$ cat src/rtl/alu_arbiter_if.sv
// Request, response and ALU-side signals between two requesters, the arbiter and the shared ALU.
// The arbiter uses slave; requesters plus the ALU sit on master.
interface alu_arbiter_if #(
   parameter int DATA_WIDTH = 32,
   parameter int CTRL_WIDTH = 6
);
   logic                  req_valid0, req_valid1;
   logic                  req_ready0, req_ready1;
   logic [CTRL_WIDTH-1:0] req_ctrl0, req_ctrl1;
   logic                  req_branch_op0, req_branch_op1;
   logic [DATA_WIDTH-1:0] req_opA0, req_opA1;
   logic [DATA_WIDTH-1:0] req_opB0, req_opB1;

   logic                  rsp_valid0, rsp_valid1;
   logic                  rsp_ready0, rsp_ready1;
   logic [DATA_WIDTH-1:0] rsp_result;
   logic                  rsp_branch;

   logic                  alu_branch_op;
   logic [CTRL_WIDTH-1:0] alu_ctrl;
   logic [DATA_WIDTH-1:0] alu_operand_A, alu_operand_B;
   logic [DATA_WIDTH-1:0] alu_result;
   logic                  alu_branch;

   modport slave (
      input  req_valid0, req_valid1, req_ctrl0, req_ctrl1,
      input  req_branch_op0, req_branch_op1, req_opA0, req_opA1, req_opB0, req_opB1,
      output req_ready0, req_ready1,
      output rsp_valid0, rsp_valid1, rsp_result, rsp_branch,
      input  rsp_ready0, rsp_ready1,
      output alu_branch_op, alu_ctrl, alu_operand_A, alu_operand_B,
      input  alu_result, alu_branch
   );

   modport master (
      output req_valid0, req_valid1, req_ctrl0, req_ctrl1,
      output req_branch_op0, req_branch_op1, req_opA0, req_opA1, req_opB0, req_opB1,
      input  req_ready0, req_ready1,
      input  rsp_valid0, rsp_valid1, rsp_result, rsp_branch,
      output rsp_ready0, rsp_ready1,
      input  alu_branch_op, alu_ctrl, alu_operand_A, alu_operand_B,
      output alu_result, alu_branch
   );
endinterface

$ cat src/rtl/alu_arbiter.sv
// Round-robin share of one combinational ALU between two requesters; stats counters via ALU_ARB_STATS_EN.
// Result registered in one slot (1-cycle latency); requests stall while the slot is held and not accepted.
module alu_arbiter #(
   parameter int DATA_WIDTH = 32,
   parameter int CTRL_WIDTH = 6
`ifdef ALU_ARB_STATS_EN
   ,parameter int CNT_WIDTH = 16
`endif
) (
   input  logic                 clock,
   input  logic                 reset,
   alu_arbiter_if.slave         bus
`ifdef ALU_ARB_STATS_EN
   ,output logic [CNT_WIDTH-1:0] grant_cnt0
   ,output logic [CNT_WIDTH-1:0] grant_cnt1
   ,output logic [CNT_WIDTH-1:0] conflict_cnt
`endif
);

   typedef enum logic {S_EMPTY, S_FULL} slot_e;

   slot_e                 state_q, state_d;
   logic                  owner_q, owner_d;
   logic                  ptr_q, ptr_d;
   logic [DATA_WIDTH-1:0] result_q, result_d;
   logic                  branch_q, branch_d;

   logic                  accept, slot_free, grant0, grant1;
   logic [CTRL_WIDTH-1:0] ctrl_mux;
   logic                  bop_mux;
   logic [DATA_WIDTH-1:0] opa_mux, opb_mux;

   // ptr_q names the requester that wins when both are valid.
   always_comb begin : arb
      accept    = (state_q == S_FULL) && (owner_q ? bus.rsp_ready1 : bus.rsp_ready0);
      slot_free = (state_q == S_EMPTY) || accept;
      grant0    = slot_free && bus.req_valid0 && (!bus.req_valid1 || !ptr_q);
      grant1    = slot_free && bus.req_valid1 && (!bus.req_valid0 ||  ptr_q);
   end

   always_comb begin : alu_drive
      ctrl_mux = '0;
      bop_mux  = 1'b0;
      opa_mux  = '0;
      opb_mux  = '0;
      if (grant0) begin
         ctrl_mux = bus.req_ctrl0;
         bop_mux  = bus.req_branch_op0;
         opa_mux  = bus.req_opA0;
         opb_mux  = bus.req_opB0;
      end else if (grant1) begin
         ctrl_mux = bus.req_ctrl1;
         bop_mux  = bus.req_branch_op1;
         opa_mux  = bus.req_opA1;
         opb_mux  = bus.req_opB1;
      end
   end

   // A grant in the same cycle as an accept overwrites the slot, keeping one result per cycle.
   always_comb begin : next_state
      state_d  = state_q;
      owner_d  = owner_q;
      ptr_d    = ptr_q;
      result_d = result_q;
      branch_d = branch_q;
      if (grant0 || grant1) begin
         state_d  = S_FULL;
         owner_d  = grant1;
         ptr_d    = grant0;
         result_d = bus.alu_result;
         branch_d = bus.alu_branch;
      end else if (accept) begin
         state_d  = S_EMPTY;
      end
   end

   always_ff @(posedge clock) begin
      if (!reset) begin
         state_q  <= S_EMPTY;
         owner_q  <= 1'b0;
         ptr_q    <= 1'b0;
         result_q <= '0;
         branch_q <= 1'b0;
      end else begin
         state_q  <= state_d;
         owner_q  <= owner_d;
         ptr_q    <= ptr_d;
         result_q <= result_d;
         branch_q <= branch_d;
      end
   end

   assign bus.req_ready0    = grant0;
   assign bus.req_ready1    = grant1;
   assign bus.rsp_valid0    = (state_q == S_FULL) && !owner_q;
   assign bus.rsp_valid1    = (state_q == S_FULL) &&  owner_q;
   assign bus.rsp_result    = result_q;
   assign bus.rsp_branch    = branch_q;
   assign bus.alu_ctrl      = ctrl_mux;
   assign bus.alu_branch_op = bop_mux;
   assign bus.alu_operand_A = opa_mux;
   assign bus.alu_operand_B = opb_mux;

`ifdef ALU_ARB_STATS_EN
   logic [CNT_WIDTH-1:0] gcnt0_q, gcnt1_q, ccnt_q;

   always_ff @(posedge clock) begin
      if (!reset) begin
         gcnt0_q <= '0;
         gcnt1_q <= '0;
         ccnt_q  <= '0;
      end else begin
         if (grant0 && (gcnt0_q != '1)) gcnt0_q <= gcnt0_q + CNT_WIDTH'(1);
         if (grant1 && (gcnt1_q != '1)) gcnt1_q <= gcnt1_q + CNT_WIDTH'(1);
         if (bus.req_valid0 && bus.req_valid1 && slot_free && (ccnt_q != '1))
            ccnt_q <= ccnt_q + CNT_WIDTH'(1);
      end
   end

   assign grant_cnt0   = gcnt0_q;
   assign grant_cnt1   = gcnt1_q;
   assign conflict_cnt = ccnt_q;
`endif

endmodule

$ cat src/flat_wrapper.sv
// flat-port wrapper written by rule: the top's interface ports become plain ports
module alu_arbiter_flat 
#(
   parameter int DATA_WIDTH = 32,
   parameter int CTRL_WIDTH = 6

)
  (clock, reset, bus_req_valid0, bus_req_valid1, bus_req_ctrl0, bus_req_ctrl1, bus_req_branch_op0, bus_req_branch_op1, bus_req_opA0, bus_req_opA1, bus_req_opB0, bus_req_opB1, bus_req_ready0, bus_req_ready1, bus_rsp_valid0, bus_rsp_valid1, bus_rsp_result, bus_rsp_branch, bus_rsp_ready0, bus_rsp_ready1, bus_alu_branch_op, bus_alu_ctrl, bus_alu_operand_A, bus_alu_operand_B, bus_alu_result, bus_alu_branch);
  alu_arbiter_if #(.DATA_WIDTH(DATA_WIDTH), .CTRL_WIDTH(CTRL_WIDTH)) bus_i ();
  input  logic clock;
  input  logic reset;
  input wire logic [$bits(bus_i.req_valid0)-1:0] bus_req_valid0;
  input wire logic [$bits(bus_i.req_valid1)-1:0] bus_req_valid1;
  input wire logic [$bits(bus_i.req_ctrl0)-1:0] bus_req_ctrl0;
  input wire logic [$bits(bus_i.req_ctrl1)-1:0] bus_req_ctrl1;
  input wire logic [$bits(bus_i.req_branch_op0)-1:0] bus_req_branch_op0;
  input wire logic [$bits(bus_i.req_branch_op1)-1:0] bus_req_branch_op1;
  input wire logic [$bits(bus_i.req_opA0)-1:0] bus_req_opA0;
  input wire logic [$bits(bus_i.req_opA1)-1:0] bus_req_opA1;
  input wire logic [$bits(bus_i.req_opB0)-1:0] bus_req_opB0;
  input wire logic [$bits(bus_i.req_opB1)-1:0] bus_req_opB1;
  output wire logic [$bits(bus_i.req_ready0)-1:0] bus_req_ready0;
  output wire logic [$bits(bus_i.req_ready1)-1:0] bus_req_ready1;
  output wire logic [$bits(bus_i.rsp_valid0)-1:0] bus_rsp_valid0;
  output wire logic [$bits(bus_i.rsp_valid1)-1:0] bus_rsp_valid1;
  output wire logic [$bits(bus_i.rsp_result)-1:0] bus_rsp_result;
  output wire logic [$bits(bus_i.rsp_branch)-1:0] bus_rsp_branch;
  input wire logic [$bits(bus_i.rsp_ready0)-1:0] bus_rsp_ready0;
  input wire logic [$bits(bus_i.rsp_ready1)-1:0] bus_rsp_ready1;
  output wire logic [$bits(bus_i.alu_branch_op)-1:0] bus_alu_branch_op;
  output wire logic [$bits(bus_i.alu_ctrl)-1:0] bus_alu_ctrl;
  output wire logic [$bits(bus_i.alu_operand_A)-1:0] bus_alu_operand_A;
  output wire logic [$bits(bus_i.alu_operand_B)-1:0] bus_alu_operand_B;
  input wire logic [$bits(bus_i.alu_result)-1:0] bus_alu_result;
  input wire logic [$bits(bus_i.alu_branch)-1:0] bus_alu_branch;
  assign bus_i.req_valid0 = bus_req_valid0;
  assign bus_i.req_valid1 = bus_req_valid1;
  assign bus_i.req_ctrl0 = bus_req_ctrl0;
  assign bus_i.req_ctrl1 = bus_req_ctrl1;
  assign bus_i.req_branch_op0 = bus_req_branch_op0;
  assign bus_i.req_branch_op1 = bus_req_branch_op1;
  assign bus_i.req_opA0 = bus_req_opA0;
  assign bus_i.req_opA1 = bus_req_opA1;
  assign bus_i.req_opB0 = bus_req_opB0;
  assign bus_i.req_opB1 = bus_req_opB1;
  assign bus_req_ready0 = bus_i.req_ready0;
  assign bus_req_ready1 = bus_i.req_ready1;
  assign bus_rsp_valid0 = bus_i.rsp_valid0;
  assign bus_rsp_valid1 = bus_i.rsp_valid1;
  assign bus_rsp_result = bus_i.rsp_result;
  assign bus_rsp_branch = bus_i.rsp_branch;
  assign bus_i.rsp_ready0 = bus_rsp_ready0;
  assign bus_i.rsp_ready1 = bus_rsp_ready1;
  assign bus_alu_branch_op = bus_i.alu_branch_op;
  assign bus_alu_ctrl = bus_i.alu_ctrl;
  assign bus_alu_operand_A = bus_i.alu_operand_A;
  assign bus_alu_operand_B = bus_i.alu_operand_B;
  assign bus_i.alu_result = bus_alu_result;
  assign bus_i.alu_branch = bus_alu_branch;
  alu_arbiter #(.DATA_WIDTH(DATA_WIDTH), .CTRL_WIDTH(CTRL_WIDTH)) u_core (.clock(clock), .reset(reset), .bus(bus_i));
endmodule
$ cat config.mk
export PLATFORM = sky130hd
export DESIGN_NAME = alu_arbiter_flat
export DESIGN_NICKNAME = d
export VERILOG_FILES = /design/src/rtl/alu_arbiter_if.sv /design/src/rtl/alu_arbiter.sv /design/src/flat_wrapper.sv
export SDC_FILE = /design/constraint.sdc
export NUM_CORES = 1
export LEC_CHECK = 0
export ABC_CLOCK_PERIOD_IN_PS = 1900
export CAP_MARGIN = 20
export CORE_AREA = 2 2 113 115
export CTS_CLUSTER_DIAMETER = 40
export DETAILED_ROUTE_END_ITERATION = 10
export DIE_AREA = 0 0 115 117
export GPL_TIMING_DRIVEN = 0
export PLACE_DENSITY = 0.66
export SYNTH_ARGS = -nofsm -noshare
export SYNTH_HDL_FRONTEND = slang
export SYNTH_SLANG_ARGS = --single-unit
$ cat constraint.sdc
create_clock -name clock -period 1.9 [get_ports clock]
set_input_delay 0.57 -clock clock [delete_from_list [all_inputs] [get_ports clock]]
set_output_delay 0.57 -clock clock [all_outputs]
set_load 0.02 [all_outputs]
# Yosys cells after proc, flatten, opt, wreduce, memory -nomap -nowiden
# Index checks and enable logic that the tools add are counted.
# classes
n_mux	11
bitwise_logic	1
reduce_logical	16
# ops
op	n
two-way mux 32 bit	4
two-way mux 6 bit	2
logical AND 1 bit	7
two-way mux 1 bit	5
logical NOT 1 bit	4
logical OR 1 bit	4
nonzero test 2 bit	1
NOT 1 bit	1
# word_totals
reg_bits	36
input_bits	181
out_inout_bits	108
wordCells	33

# Longest topological paths before layout
# logic_depth
ltp_word	7
depth_mapped	6
depth_no_buf	3

# Worst setup path after synthesis
# No wires, ideal clock.
# synth_timing
path_kind	in2out
startpoint	in bus_req_valid1
endpoint	out bus_alu_operand_A[10]
arrival_ps	1633
required_time_ps	1330
path_slack_ps	-303
cell_stages	5
path_buffers	2
cell_sequence	buf_4 a21boi_4 clkbuf_1 nand2_1 a21oi_1
# synth_via
elab_chain_len	4
elab_cells_between_ends	7
classes_between	mux (2); reduce/logical (5)
# synth_rtl
item	line_no	text
start: declaration	flat_wrapper.sv:13	input wire logic [$bits(bus_i.req_valid1)-1:0] bus_req_valid1;
logical AND 1 bit / logical NOT 1 bit (equally long branches)	alu_arbiter.sv:38, alu_arbiter.sv:37	
logical AND 1 bit / logical OR 1 bit (equally long branches)	alu_arbiter.sv:38, alu_arbiter.sv:37	
two-way mux 32 bit / logical AND 1 bit (equally long branches)	alu_arbiter.sv:51, alu_arbiter.sv:37	
two-way mux 32 bit (*)	alu_arbiter.sv:46	if (grant0) begin
end: declaration	flat_wrapper.sv:32	output wire logic [$bits(bus_i.alu_operand_A)-1:0] bus_alu_operand_A;
# Mark *: on every way between the ends. The rest lies on a longest branch, timed or not.

# Worst setup path after layout
# layout_timing
startpoint	in bus_req_valid0
endpoint	out bus_alu_operand_B[20]
# layout_via
elab_chain_len	5
elab_cells_between_ends	7
classes_between	mux (2); reduce/logical (5)
# layout_rtl
item	line_no	text
start: declaration	flat_wrapper.sv:12	input wire logic [$bits(bus_i.req_valid0)-1:0] bus_req_valid0;
logical NOT 1 bit	alu_arbiter.sv:38	grant1 = slot_free && bus.req_valid1 && (!bus.req_valid0 || ptr_q);
logical OR 1 bit	alu_arbiter.sv:38	
logical AND 1 bit	alu_arbiter.sv:38	
two-way mux 32 bit	alu_arbiter.sv:51	end else if (grant1) begin
two-way mux 32 bit (*)	alu_arbiter.sv:46	
end: declaration	flat_wrapper.sv:33	output wire logic [$bits(bus_i.alu_operand_B)-1:0] bus_alu_operand_B;
# Marks and branches as above.

==> flow_summary.ini <==
[run_status]
outcome = finished with violations
failed_checks = setup timing

[worst_hold_path]
min_path_type = reg2reg
min_to = u_core.bus.rsp_result[10]
min_path_cells = 1
min-delay-start = u_core.bus.rsp_result[10]

[clock_tree]
clk_latency_ns = 0.27
cts_tree = built
htreeDepth = 2
numClockSinks = 36
clockBufferDepth = 2
cts-buffers-inserted = 5
clkTransAtPathRegs_ns = 0.05
root_buffer = clkbuf_16

[synth]
synth_nets = 526
synth_compound_area_share_pct = 30.86
synth_area_leaders = dfxtp_1 29%, nand3_1 14%, a21oi_1 13%
yosys.area_share.simple_pct = 28.11
syn_inst = 345
synth_warnings = 0
muxShareOfSynthArea_pct = 0.5511
synth_xor_area_share_pct = 0
synthAdderAreaFrac_pct = 0
syn-cell-area_um2 = 2497
yosys_register_bits = 36
ys_seq_area_share_pct = 28.86
synth_top_family_by_area = compound AO/OA/AOI/OAI gates
synth_cell_types = 30
synth_top_area_cell = dfxtp_1
yosysTopAreaCellShare_pct = 28.86
syn_avg_cell_area_um2 = 7.239

[global_route]
grt_usage_pct = 19.20
grtUsageMet3_pct = 4.531
met2_usage_pct = 35.41
grt_pass1_vias = 3878
antenna_found_initial = 1
grt-busiest-layer = met2
grt_max_degree = 12
grt_pass1_wl_um = 20640
use_met1_pct = 22.74
gr-total-overflow = 0

[pwr]
power.leakage_nw = 2.755
irDropWorstVdd_v = 0.0004663
total_power_mw = 3.832
power_density_nw_per_um2 = 533.4

[floorplan]
start_util_pct = 20.28
die_w_um = 115
ios = 289
core-area_um2 = 12310
die_height_um = 117
rows = 41
die_area_um2 = 13460

[critical_path]
worst_setup_path_start_kind = primary input
required_ns = 1.33
reg2reg_slack_ns = 0.47
worstPathMaxFanout = 10
path_class = in2out
crit_arrival_ns = 1.61
endpoint_kind = primary output
r2r-start = u_core.owner_q
rr_endpoint = u_core.bus.rsp_result[31]
reg2regPathDepth = 5
startpoint = bus_req_valid0

[sta]
tightestPinTransition_ns = 0.4198
slew_headroom_pct = 72.02
max_freq_mhz = 459.4
finalSetupViolCount = 73
holdWs_ns = 0.4711
finClkSkew_ns = 0.005102
hold_violations = 0
slew_viol_final = 0
rsz0062_at_grt = true
setup_slack_ns = -0.2769
period_share_pct = 114.6
period_needed_ns = 2.177

[run]
max_cap_violations = 0

[route]
via_per_inst = 4.749
drc = 0
totalWireLength_um = 14480
final_antenna_net_count = 0
first_iter_violations = 168
vias = 3856
wl_per_cell_um = 17.83
dr.pass1.iters = 4

[place]
place_hpwl_um = 10700
dpl_worst_slack_ns = -1.658
gp_congestion = 0.8836
portBuffers = 286

[layout]
drive_gt1_share_pct = 41.30
final_common_cell = clkdlybuf4s50_1
final_cell_mix = 207 x clkdlybuf4s50_1, 71 x buf_6, 65 x nand2_1
finalNetCount = 841
area_growth_pct = 187.6
[cells by family (layout without fill, tap and decap cells)]
family / after synthesis / count (layout)
flip-flops: 36 / 36
AO/OA/AOI/OAI: 114 / 114
multiplexers: 1 / 1
AND/OR/NAND/NOR: 154 / 154
buffers and inverters: 40 / 356
other: 0 / 1
[cell type report]
type,instances,area [um2]
fill,1073,5129
clock inverter,1,8.758
multi-input combinational,269,2311
antenna,1,2.502
sequential,36,725.7
timing repair buffer,309,3281
clock buffer,7,132.6
tap,150,187.7
buffer,39,534.3
[state kept, by name, summed over array words and instances, names as in the netlist]
name                   cells
u_core.state_q             1
u_core.owner_q             1
u_core.bus.rsp_branch      1
u_core.ptr_q               1
u_core.bus.rsp_result     32
[what timing repair did]
action	in CTS	in global routing
pin swaps	18	11
endpoints found under the setup margin	75	75
setup buffers	11	3
gates resized for setup	526	53
cloned	5	6
hold buffers	0	0
[routing by layer]
layer  share of wire, %  vias to the layer above
met2                 51                      180
li1                   -                     1864
met4                1.8                        0
met1                 40                     1795
met5                  0                        -
met3                8.1                       17
[worst max-delay path: stages]
cell and delay [ns]:
buf_8 0.10, a21bo_4 0.21, buf_12 0.14, buf_8 0.14, nand3_1 0.13, a21oi_2 0.16, buf_4 0.15
[where the power goes]
| group | switching [mW] | internal [mW] |
|---|---|---|
| logic | 0.987 | 1.20 |
| clock network | 0.293 | 0.489 |
| registers | 0.0399 | 0.820 |
| total | 1.32 | 2.51 |
[Yosys cell counts]
cell type / n
a21bo_1: 1
and2b_2: 1
o211ai_1: 1
buf_6: 11
and3b_1: 1
a22o_1: 33
a21oi_1: 64
buf_12: 1
o31a_1: 1
a31o_4: 1
buf_2: 10
o21ai_1: 1
dfxtp_1: 36
clkbuf_1: 13
a21oi_2: 10
buf_4: 1
mux2i_2: 1
nand2b_1: 1
and2_2: 1
nor2_1: 2
buf_8: 2
and2_4: 1
clkbuf_2: 2
nand2_1: 72
nand4_1: 1
a31oi_1: 1
a21boi_4: 1
nor3b_1: 2
nand3_1: 71
nand3b_1: 1
[how the worst max path moves through the flow]
stage,endpoint
6_report,bus_alu_operand_B[20]
5_1_grt,bus_alu_operand_B[2]
4_1_cts,bus_alu_operand_A[12]
3_3_place_gp,bus_alu_operand_A[23]
2_1_floorplan,bus_alu_operand_A[12]
3_5_place_dp,bus_alu_operand_A[23]
[per-stage QoR]
step,instances,utilization (%),TNS (ns),cell area (um2)
after floorplan,345,-,-8.968,3065
after global placement,781,49.67,-107.26,6116
after detailed placement,781,49.67,-110.89,6116
after CTS,805,55.59,-18.48,6844
after global routing,812,58.34,-20.58,7183
final,812,58.34,-16.82,7183
Note: power is estimated with default switching activity, not from simulation.
